<file path="config.mk">
export PLATFORM = sky130hd
export DESIGN_NAME = platform_scheduler
export DESIGN_NICKNAME = d
export VERILOG_FILES = /design/src/rtl/platform_scheduler.sv
export SDC_FILE = /design/constraint.sdc
export NUM_CORES = 1
export LEC_CHECK = 0
export ABC_AREA = 1
export CORE_AREA = 2 2 258 158
export CTS_BUF_LIST = sky130_fd_sc_hd__clkbuf_4 sky130_fd_sc_hd__clkbuf_8
export CTS_CLUSTER_DIAMETER = 80
export CTS_CLUSTER_SIZE = 14
export DETAILED_ROUTE_END_ITERATION = 8
export DIE_AREA = 0 0 260 160
export PLACE_DENSITY = 0.83
export SYNTH_ARGS = -nofsm -noshare
export SYNTH_HDL_FRONTEND = slang
export SYNTH_SLANG_ARGS = --single-unit
</file>
<file path="constraint.sdc">
create_clock -name Clk -period 8.25 [get_ports Clk]
set_input_delay 1.2375 -clock Clk [delete_from_list [all_inputs] [get_ports Clk]]
set_output_delay 1.2375 -clock Clk [all_outputs]
set_load 0.01 [all_outputs]
</file>
<file path="src/rtl/platform_scheduler.sv">
// Platform table owner: per-frame scroll/respawn sequencer plus per-pixel platform hit lookup.
// Optional macro RANDOM_RESPAWN_EN selects LFSR-driven respawn X; default keeps the slot's X.
module platform_scheduler #(
  parameter int NUM_PLAT = 8,
  parameter int PLAT_W   = 16,
  parameter int PLAT_H   = 4,
  parameter int SCREEN_W = 640,
  parameter int SCREEN_H = 480
) (
  input  logic       Clk,
  input  logic       Reset_n,
  input  logic       frame_start,
  input  logic [9:0] scroll_dy,
  input  logic [9:0] DrawX,
  input  logic [9:0] DrawY,
  output logic       platform_on,
  output logic [3:0] platform_col,
  output logic [1:0] platform_row,
  output logic       busy,
  output logic       overrun
);

  localparam int IDX_W = $clog2(NUM_PLAT);

  typedef enum logic [1:0] {IDLE, SCROLL, COMMIT} state_t;

  state_t           state_q;
  logic [IDX_W-1:0] idx_q;
  logic [9:0]       dyLat_q;
  logic             busy_q;
  logic             overrun_q;
  logic [9:0]       workX_q [NUM_PLAT];
  logic [10:0]      workY_q [NUM_PLAT];
  logic [9:0]       dispX_q [NUM_PLAT];
  logic [10:0]      dispY_q [NUM_PLAT];

  logic [9:0]  clampDy_d;
  logic [10:0] sumY_d;
  logic        wrap_d;
  logic [10:0] newY_d;
  logic [9:0]  newX_d;
  logic [9:0]  respawnX_d;

`ifdef RANDOM_RESPAWN_EN
  logic [15:0] lfsr_q;
  logic [9:0]  lfsrX_d;

  always_ff @(posedge Clk or negedge Reset_n) begin
    if (!Reset_n) begin
      lfsr_q <= 16'hACE1;
    end else begin
      lfsr_q <= {lfsr_q[14:0], lfsr_q[15] ^ lfsr_q[13] ^ lfsr_q[12] ^ lfsr_q[10]};
    end
  end

  always_comb begin
    lfsrX_d    = lfsr_q[9:0];
    respawnX_d = (lfsrX_d >= 10'(SCREEN_W - PLAT_W)) ? (lfsrX_d - 10'd512) : lfsrX_d;
  end
`else
  always_comb begin
    respawnX_d = workX_q[idx_q];
  end
`endif

  always_comb begin
    clampDy_d = (scroll_dy > 10'(SCREEN_H - 1)) ? 10'(SCREEN_H - 1) : scroll_dy;
    sumY_d    = workY_q[idx_q] + {1'b0, dyLat_q};
    wrap_d    = (sumY_d >= 11'(SCREEN_H));
    newY_d    = wrap_d ? (sumY_d - 11'(SCREEN_H)) : sumY_d;
    newX_d    = wrap_d ? respawnX_d : workX_q[idx_q];
  end

  // The display table is only written in COMMIT, so lookup never sees a half-scrolled frame.
  always_ff @(posedge Clk or negedge Reset_n) begin
    if (!Reset_n) begin
      state_q   <= IDLE;
      idx_q     <= '0;
      dyLat_q   <= '0;
      busy_q    <= 1'b0;
      overrun_q <= 1'b0;
      for (int i = 0; i < NUM_PLAT; i++) begin
        workX_q[i] <= 10'((SCREEN_W / NUM_PLAT) * i);
        workY_q[i] <= 11'((SCREEN_H / NUM_PLAT) * i);
        dispX_q[i] <= 10'((SCREEN_W / NUM_PLAT) * i);
        dispY_q[i] <= 11'((SCREEN_H / NUM_PLAT) * i);
      end
    end else begin
      if (frame_start && (state_q != IDLE)) begin
        overrun_q <= 1'b1;
      end
      case (state_q)
        IDLE: begin
          if (frame_start) begin
            dyLat_q <= clampDy_d;
            idx_q   <= '0;
            busy_q  <= 1'b1;
            state_q <= SCROLL;
          end
        end
        SCROLL: begin
          workY_q[idx_q] <= newY_d;
          workX_q[idx_q] <= newX_d;
          if (idx_q == IDX_W'(NUM_PLAT - 1)) begin
            state_q <= COMMIT;
          end else begin
            idx_q <= idx_q + 1'b1;
          end
        end
        COMMIT: begin
          for (int i = 0; i < NUM_PLAT; i++) begin
            dispX_q[i] <= workX_q[i];
            dispY_q[i] <= workY_q[i];
          end
          busy_q  <= 1'b0;
          state_q <= IDLE;
        end
        default: begin
          busy_q  <= 1'b0;
          state_q <= IDLE;
        end
      endcase
    end
  end

  logic        hit_d;
  logic [3:0]  hitCol_d;
  logic [1:0]  hitRow_d;
  logic [10:0] xOff_d;
  logic [10:0] yOff_d;

  // Scan from the top slot down so the lowest matching index is the one left standing.
  always_comb begin
    hit_d    = 1'b0;
    hitCol_d = '0;
    hitRow_d = '0;
    xOff_d   = '0;
    yOff_d   = '0;
    for (int i = NUM_PLAT - 1; i >= 0; i--) begin
      xOff_d = {1'b0, DrawX} - {1'b0, dispX_q[i]};
      yOff_d = {1'b0, DrawY} - dispY_q[i];
      if (({1'b0, DrawX} >= {1'b0, dispX_q[i]}) && (xOff_d < 11'(PLAT_W)) &&
          ({1'b0, DrawY} >= dispY_q[i]) && (yOff_d < 11'(PLAT_H))) begin
        hit_d    = 1'b1;
        hitCol_d = xOff_d[3:0];
        hitRow_d = yOff_d[1:0];
      end
    end
  end

  always_ff @(posedge Clk or negedge Reset_n) begin
    if (!Reset_n) begin
      platform_on  <= 1'b0;
      platform_col <= '0;
      platform_row <= '0;
    end else begin
      platform_on  <= hit_d;
      platform_col <= hitCol_d;
      platform_row <= hitRow_d;
    end
  end

  assign busy    = busy_q;
  assign overrun = overrun_q;

endmodule

</file>
==> run metrics, run 1 <==
worst setup skew after layout about 0.065 ns; level count of the clock H-tree 1; via count around 20,000; max-capacitance violation count 0; flop2flop setup slack approximately 3.4 ns; post-synthesis cell type with the largest combined area sky130_fd_sc_hd__dfrtp_1; accumulated negative setup slack 0 ns; routed wire length between 60,000 and 70,000 µm; Setup WS post-layout approximately 3.4 ns; number of top-level pins 42; Final Max Tran Viols 0; Period Utilization, post-route 0.593; CTS hold repair buffers 0; worst-case clock buffer depth 3; vias in the first global route 19,000; Worst Setup Start Kind register; Mapped Avg Cell Area around 7.4 µm²; endpoint class of the critical path register; CTS buffer count 29; setup repair after global routing missed its margin false; input/output buffers about 40; Clock Latency Late Sink about 0.7 ns; worst ir drop on vdd slightly below 1 mV; post-route insts no fill 3,651; First-pass DRT Iterations 7; synthesized area between 20,000 and 25,000 µm²; die area roughly 42,000 µm²; remaining global-route overflow 0; Antenna diodes 0; leakage component of the power between 10 and 15 nW; largest net degree at the start of global routing between 200 and 250; delay contributed by the slowest stage of the critical path between 0.5 and 0.6 ns; Worst Reg2Reg Path Length in Cells 19; number of buffers inserted by post-CTS setup repair 0; worst slew slack as a fraction of its limit 0.336; reg2reg end workY_q[30]; worst hold slack around 0.37 ns; initial antenna violation count 0; termination of the worst setup path workY_q[30]; Area Growth Syn to Fin 5.53%; slowest cell on the critical path sky130_fd_sc_hd__nor4_1; clock root buffer master sky130_fd_sc_hd__clkbuf_8; crit path cell chain buf_4 -> clkinv_1 -> buf_4 -> o21ai_0 -> o21ai_0 -> nor2_1 -> inv_1 -> ha_1 -> nand3_1 -> nand2_1 -> or2_0 -> and2_1 -> nor4_1 -> nand3_2 -> nand3_4 -> nand2_1 -> nand2_2 -> nand2_1 -> nand2_1; HP Start workX_q[46]; Wirelength per Cell roughly 18 µm; sequential share of the synthesized area 0.392; Synth Warn # 0; average via count per standard cell ~5.6; Slew @ Worst Pin roughly 0.99 ns; crit path max fanout 63; path type of the worst setup path reg2reg; aggregate global-route resource usage 0.319; remaining antenna violation count 0; Worst Setup SP idx_q[0]; # DRC 0; worst hold path type reg2reg; upper clock frequency limit approximately 200 MHz; floorplan core area 39,600 µm²; DIE WIDTH around 260 µm; share of final-layout standard cells stronger than drive strength 1 0.0679; Post-Syn Nets about 3,400; PostCTS Resize Cnt 0; DRC violation total after the first TritonRoute iteration between 2,000 and 2,500; die height between 150 and 200 µm; clock tree from TritonCTS yes; launch point of the worst reg-to-reg path idx_q[0]; standard-cell row count 57; total number of nets in the final design approximately 3,300; Cell variety after synth 54; portion of synthesized cell area occupied by the leading cell type 0.284; time the worst path needs with I/O delays and setup roughly 4.9 ns; cells taking the most area after synthesis sky130_fd_sc_hd__dfrtp_1, sky130_fd_sc_hd__nand2_1, sky130_fd_sc_hd__dfstp_2; Yosys reg bits 360; Final Wtd Congestion ~1.1; most used cell, CP sky130_fd_sc_hd__nand2_1; power per cell area 415 nW/µm²; setup slack after placement 3.25 ns; Final Setup Violations 0; number of instances in the synthesized netlist 3,153; Starting Density 0.589; final hold viol count 0; HPWL reported at the end of detailed placement between 50,000 and 60,000 µm; share of the core filled with cells 0.621; result of the run finished clean; wire length of the first global-routing pass roughly 100,000 µm; CTS Sinks between 300 and 400; data arrival time of the critical path around 5.5 ns; cell total after placement between 3,000 and 4,000; clock-pin slew on the worst setup and hold paths about 0.1 ns; data required time at the worst endpoint slightly below 9 ns
-- through the flow --
stage / total power, W / cell area [µm²]
5_1_grt: 0.0108 / 24600
3_3_place_gp: 0.00869 / 24000
3_5_place_dp: 0.00879 / 24000
6_report: 0.0102 / 24600
4_1_cts: 0.00990 / 24600
2_1_floorplan: 0.00681 / 23300
-- synthesized netlist by cell type, drive strengths merged --
| cell type | instances |
|---|---|
| dfstp | 96 |
| o31ai | 3 |
| inv | 506 |
| o221ai | 1 |
| nand2 | 766 |
| a21boi | 3 |
| clkbuf | 135 |
| nor4 | 4 |
| o2111ai | 5 |
| ha | 173 |
| nor2 | 300 |
| xnor2 | 23 |
| mux2 | 9 |
| o22ai | 2 |
| o21ai | 200 |
| a21oi | 261 |
| o21a | 3 |
| a31oi | 10 |
| dfrtp | 264 |
| fa | 17 |
| a41o | 1 |
| nand3b | 15 |
| buf | 8 |
| nand3 | 161 |
| and2 | 1 |
| or2 | 14 |
| o211ai | 4 |
| nor3 | 19 |
| a21o | 9 |
| a22oi | 2 |
| o21bai | 20 |
| nand4 | 72 |
| xor2 | 44 |
| clkinv | 2 |
-- worst max-delay path: cells and delay by family (launching register included) --
family / cells / cell delay [ns]
adders and majority gates: 1 / 0.30
AOI/OAI and AO/OA: 2 / 0.69
DFF: 1 / 0.33
and+or+nand+nor: 12 / 2.65
buffers and inverters: 4 / 0.78
-- state kept, by name, indices dropped and copies added, names as in the netlist --
signal,cells
dispY_q,88
workY_q,88
dispX_q,80
workX_q,80
dyLat_q,10
platform_col,4
idx_q,3
platform_row,2
state_q,2
busy,1
overrun,1
platform_on,1
-- cells in the final DEF (no fill, tap or decap), types with 13 or more instances in the layout --
cell type,netlist,routed
sky130_fd_sc_hd__buf_4,0,13
sky130_fd_sc_hd__xnor2_1,23,23
sky130_fd_sc_hd__nor3_1,16,16
sky130_fd_sc_hd__clkbuf_4,0,23
sky130_fd_sc_hd__a21oi_1,258,258
sky130_fd_sc_hd__dfrtp_1,264,264
sky130_fd_sc_hd__dfstp_2,96,96
sky130_fd_sc_hd__fa_1,17,17
sky130_fd_sc_hd__nand3_1,158,158
sky130_fd_sc_hd__nand3b_1,15,15
sky130_fd_sc_hd__clkbuf_8,0,29
sky130_fd_sc_hd__nor2_1,295,295
sky130_fd_sc_hd__xor2_1,41,41
sky130_fd_sc_hd__clkdlybuf4s50_1,0,40
sky130_fd_sc_hd__nand4_1,71,71
sky130_fd_sc_hd__nand2_1,760,759
sky130_fd_sc_hd__inv_1,504,504
sky130_fd_sc_hd__o21bai_1,20,20
sky130_fd_sc_hd__ha_1,173,173
sky130_fd_sc_hd__o21ai_0,190,190
-- where the power goes --
part           leakage, nW  switching (W)  internal [W]
clock                0.335       0.000618      0.000467
sequential            4.47       0.000271       0.00236
combinational         8.10        0.00466       0.00183
-- how the worst min path moves through the flow --
stage | to | slack [ns] | cells past startpoint
3_3_place_gp | workX_q[9] | 0.36 | 0
3_5_place_dp | workX_q[24] | 0.36 | 0
4_1_cts | workX_q[46] | 0.37 | 0
6_report | workX_q[46] | 0.37 | 0
2_1_floorplan | workX_q[0] | 0.43 | 1
5_1_grt | workX_q[38] | 0.37 | 0
-- metal layers --
layer	vias to the layer above	global-route usage	wire (µm)
li1	9903	-	-
met1	9466	0.487	30500
met2	862	0.443	26400
met3	106	0.106	7920
met4	4	0.0494	1070
met5	-	0.0162	111
-- final cells by class --
cell class / instances / area [µm²]
fillers: 3588 / 15000
multi-input cells: 2142 / 11700
flip-flops and latches: 360 / 9130
inverters: 508 / 1910
well taps: 531 / 664
clock buffers: 52 / 572
repair buffers: 56 / 553
clock inverters: 2 / 41.3
-- logic make-up after synthesis --
logic type,share of synthesized area
compound gates,0.120
xor+xnor,0.0262
fa+ha+maj,0.108
buf+inv,0.105
flops,0.392
mux,0.00435
simple gates,0.244
(Power assumes the default switching activity.)
==> run 2, diff against run 1 <==
- CORE_AREA: 2 2 258 158 -> 2 2 260 159
- DIE_AREA: 0 0 260 160 -> 0 0 262 161
- PLACE_DENSITY: 0.83 -> 0.85
- clock period: 8.25 -> 4.5 ns (I/O delays scaled with it)
==> run 2 against run 1 <==
  * Cell count up 1.0%
  * Register-to-register slack worse by 3.2 ns
  * Critical path depth up 1
  * Worst hold slack worse by 0.28 ns
  * Clock power up 84%
  * Non-clock buffer count up 39
  * Sequential cell count unchanged
  * Cell area up 1.3%
  * Total power up 83%
  * Wire length about the same
  * Largest power group unchanged
==> run metrics, run 2 (synthesis gave the netlist of run 1 again) <==
reg2reg end workY_q[28]; data arrival time of the critical path approximately 4.8 ns; worst ir drop on vdd 1.25 mV; share of the core filled with cells 0.624; cell total after placement 3,636; PostCTS Resize Cnt 0; final hold viol count 0; number of buffers inserted by post-CTS setup repair 0; Setup WS post-layout slightly below 0.2 ns; setup repair after global routing missed its margin false; launch point of the worst reg-to-reg path idx_q[1]; floorplan core area about 40,000 µm²; proportion of power drawn by combinational gates 0.634; number of top-level pins 42; flop2flop setup slack slightly below 0.2 ns; remaining antenna violation count 0; average via count per standard cell around 5.7; clock share of power 0.107; DRC violation total after the first TritonRoute iteration between 2,000 and 2,500; crit path cell chain nor2_1 -> inv_1 -> a21oi_1 -> o21ai_0 -> nand4_1 -> ha_1 -> inv_1 -> fa_1 -> inv_1 -> a31oi_1 -> o21ai_1 -> nand2_1 -> nand2_1 -> a21oi_2 -> xor2_2 -> inv_1 -> nand3_2 -> nand4_1 -> nand3_1 -> nand2_1; leakage component of the power about 13 nW; kind of cell adding the most delay to the critical path simple AND/OR/NAND/NOR gates; Final Max Tran Viols 0; largest net degree at the start of global routing between 100 and 150; registers with the most flip-flops dispY_q (88), workY_q (88); clock tree from TritonCTS yes; placed instance area roughly 24,000 µm²; standard-cell row count 57; CTS buffer count 29; most common cell after layout, fill and taps aside sky130_fd_sc_hd__nand2_1; endpoint class of the critical path register; commonest cells after routing, fill and taps aside sky130_fd_sc_hd__nand2_1, sky130_fd_sc_hd__inv_1, sky130_fd_sc_hd__nor2_1; internal power between 0.008 and 0.009 W; die area 42,200 µm²; total area of sequential cells approximately 9100 µm²; HPWL reported at the end of detailed placement 51,000 µm; count of buffer and inverter cells on the critical path 4; wire length of the first global-routing pass between 100,000 and 150,000 µm; share of final-layout standard cells stronger than drive strength 1 0.0792; Area Growth Syn to Fin 6.92%; Final Setup Violations 0; Design Area, Final about 25,000 µm²; path type of the worst setup path reg2reg; data required time at the worst endpoint between 5 and 6 ns; clock root buffer master sky130_fd_sc_hd__clkbuf_8; power per cell area 748 nW/µm²; worst slew slack as a fraction of its limit 0.321; delay contributed by the slowest stage of the critical path about 0.53 ns; Worst Reg2Reg Path Length in Cells 20; result of the run finished clean; slowest cell on the critical path sky130_fd_sc_hd__nand4_1; worst hold path type in2async; worst setup skew after layout between 0.06 and 0.07 ns; DIE WIDTH approximately 260 µm; clock-pin slew on the worst setup and hold paths around 0.11 ns; remaining global-route overflow 0; Filler Cell Count 3,572; First-pass DRT Iterations 8; aggregate global-route resource usage 0.319; Period Utilization, post-route 0.957; # DRC 0; CTS hold repair buffers 0; sequential share of power 0.259; most used cell, CP sky130_fd_sc_hd__inv_1; time the worst path needs with I/O delays and setup around 4.3 ns; Clock Latency Late Sink 0.69 ns; via count ~21,000; Wirelength per Cell roughly 18 µm; post-route insts no fill 3,689; total number of nets in the final design ~3,400; setup slack after placement ~0.18 ns; crit path max fanout 13; initial antenna violation count 0; Antenna diodes 0; routed wire length 66,000 µm; Starting Density 0.583; accumulated negative setup slack 0 ns; input/output buffers ~40; level count of the clock H-tree 1; worst-case clock buffer depth 3; Final Wtd Congestion a little over 1; CTS Sinks between 300 and 400; power dissipated by switching net loads between 0.009 and 0.01 W; die height 161 µm; Worst Setup Start Kind register; Slew @ Worst Pin ~1 ns; multi-input logic area ~12,000 µm²; net switching share of the total power 0.534; max-capacitance violation count 0; vias in the first global route 19,900; upper clock frequency limit about 230 MHz
[run 2: worst max path at each step]
stage	cells past startpoint	startpoint	slack [ns]	endpoint
3_5_place_dp	20	DrawX[0]	0.18	platform_col[2]
5_1_grt	20	idx_q[1]	0.02	workY_q[41]
4_1_cts	20	idx_q[1]	0.41	workY_q[30]
3_3_place_gp	20	DrawX[0]	0.25	platform_col[2]
2_1_floorplan	22	idx_q[0]	0.99	workY_q[28]
6_report	20	idx_q[1]	0.19	workY_q[28]
[run 2: area by class of cell]
type / count / area share
clock inverter: 2 / 0.00166
sequential: 360 / 0.366
tap: 531 / 0.0267
inverter: 508 / 0.0766
multi-input combinational: 2142 / 0.471
timing repair buffer: 95 / 0.0355
clock buffer: 51 / 0.0227
[run 2: metrics by stage]
| stage | hold WS [ns] | power (W) |
|---|---|---|
| 4_1_cts | 0.0854 | 0.0181 |
| 6_report | 0.0930 | 0.0186 |
| 3_3_place_gp | 0.358 | 0.0157 |
| 2_1_floorplan | 0.379 | 0.0125 |
| 3_5_place_dp | 0.358 | 0.0161 |
| 5_1_grt | 0.115 | 0.0198 |
[run 2: worst reg2reg max path, stage by stage, from the launching register on]
cell and delay [ns]:
sky130_fd_sc_hd__dfrtp_1 0.44, sky130_fd_sc_hd__nor2_1 0.12, sky130_fd_sc_hd__inv_1 0.22, sky130_fd_sc_hd__a21oi_1 0.19
sky130_fd_sc_hd__o21ai_0 0.20, sky130_fd_sc_hd__nand4_1 0.16, sky130_fd_sc_hd__ha_1 0.21, sky130_fd_sc_hd__inv_1 0.07
sky130_fd_sc_hd__fa_1 0.41, sky130_fd_sc_hd__inv_1 0.10, sky130_fd_sc_hd__a31oi_1 0.13, sky130_fd_sc_hd__o21ai_1 0.27
sky130_fd_sc_hd__nand2_1 0.08, sky130_fd_sc_hd__nand2_1 0.08, sky130_fd_sc_hd__a21oi_2 0.06, sky130_fd_sc_hd__xor2_2 0.20
sky130_fd_sc_hd__inv_1 0.15, sky130_fd_sc_hd__nand3_2 0.17, sky130_fd_sc_hd__nand4_1 0.53, sky130_fd_sc_hd__nand3_1 0.27
sky130_fd_sc_hd__nand2_1 0.08
[run 2: layer usage]
metal / up-vias / GRT usage / routed length (µm)
met5: - / 0 / 0
met1: 9844 / 0.483 / 30100
met2: 938 / 0.469 / 27500
li1: 9976 / - / -
met3: 95 / 0.0796 / 7350
met4: 0 / 0.0526 / 1020
[run 2: power groups by stage]
stage / combinational, W / sequential (W) / clock [W]
6_report: 0.0118 / 0.00483 / 0.00199
5_1_grt: 0.0128 / 0.00492 / 0.00215
4_1_cts: 0.0113 / 0.00482 / 0.00201
3_5_place_dp: 0.0112 / 0.00487 / 0
3_3_place_gp: 0.0109 / 0.00484 / 0
2_1_floorplan: 0.00780 / 0.00468 / 0
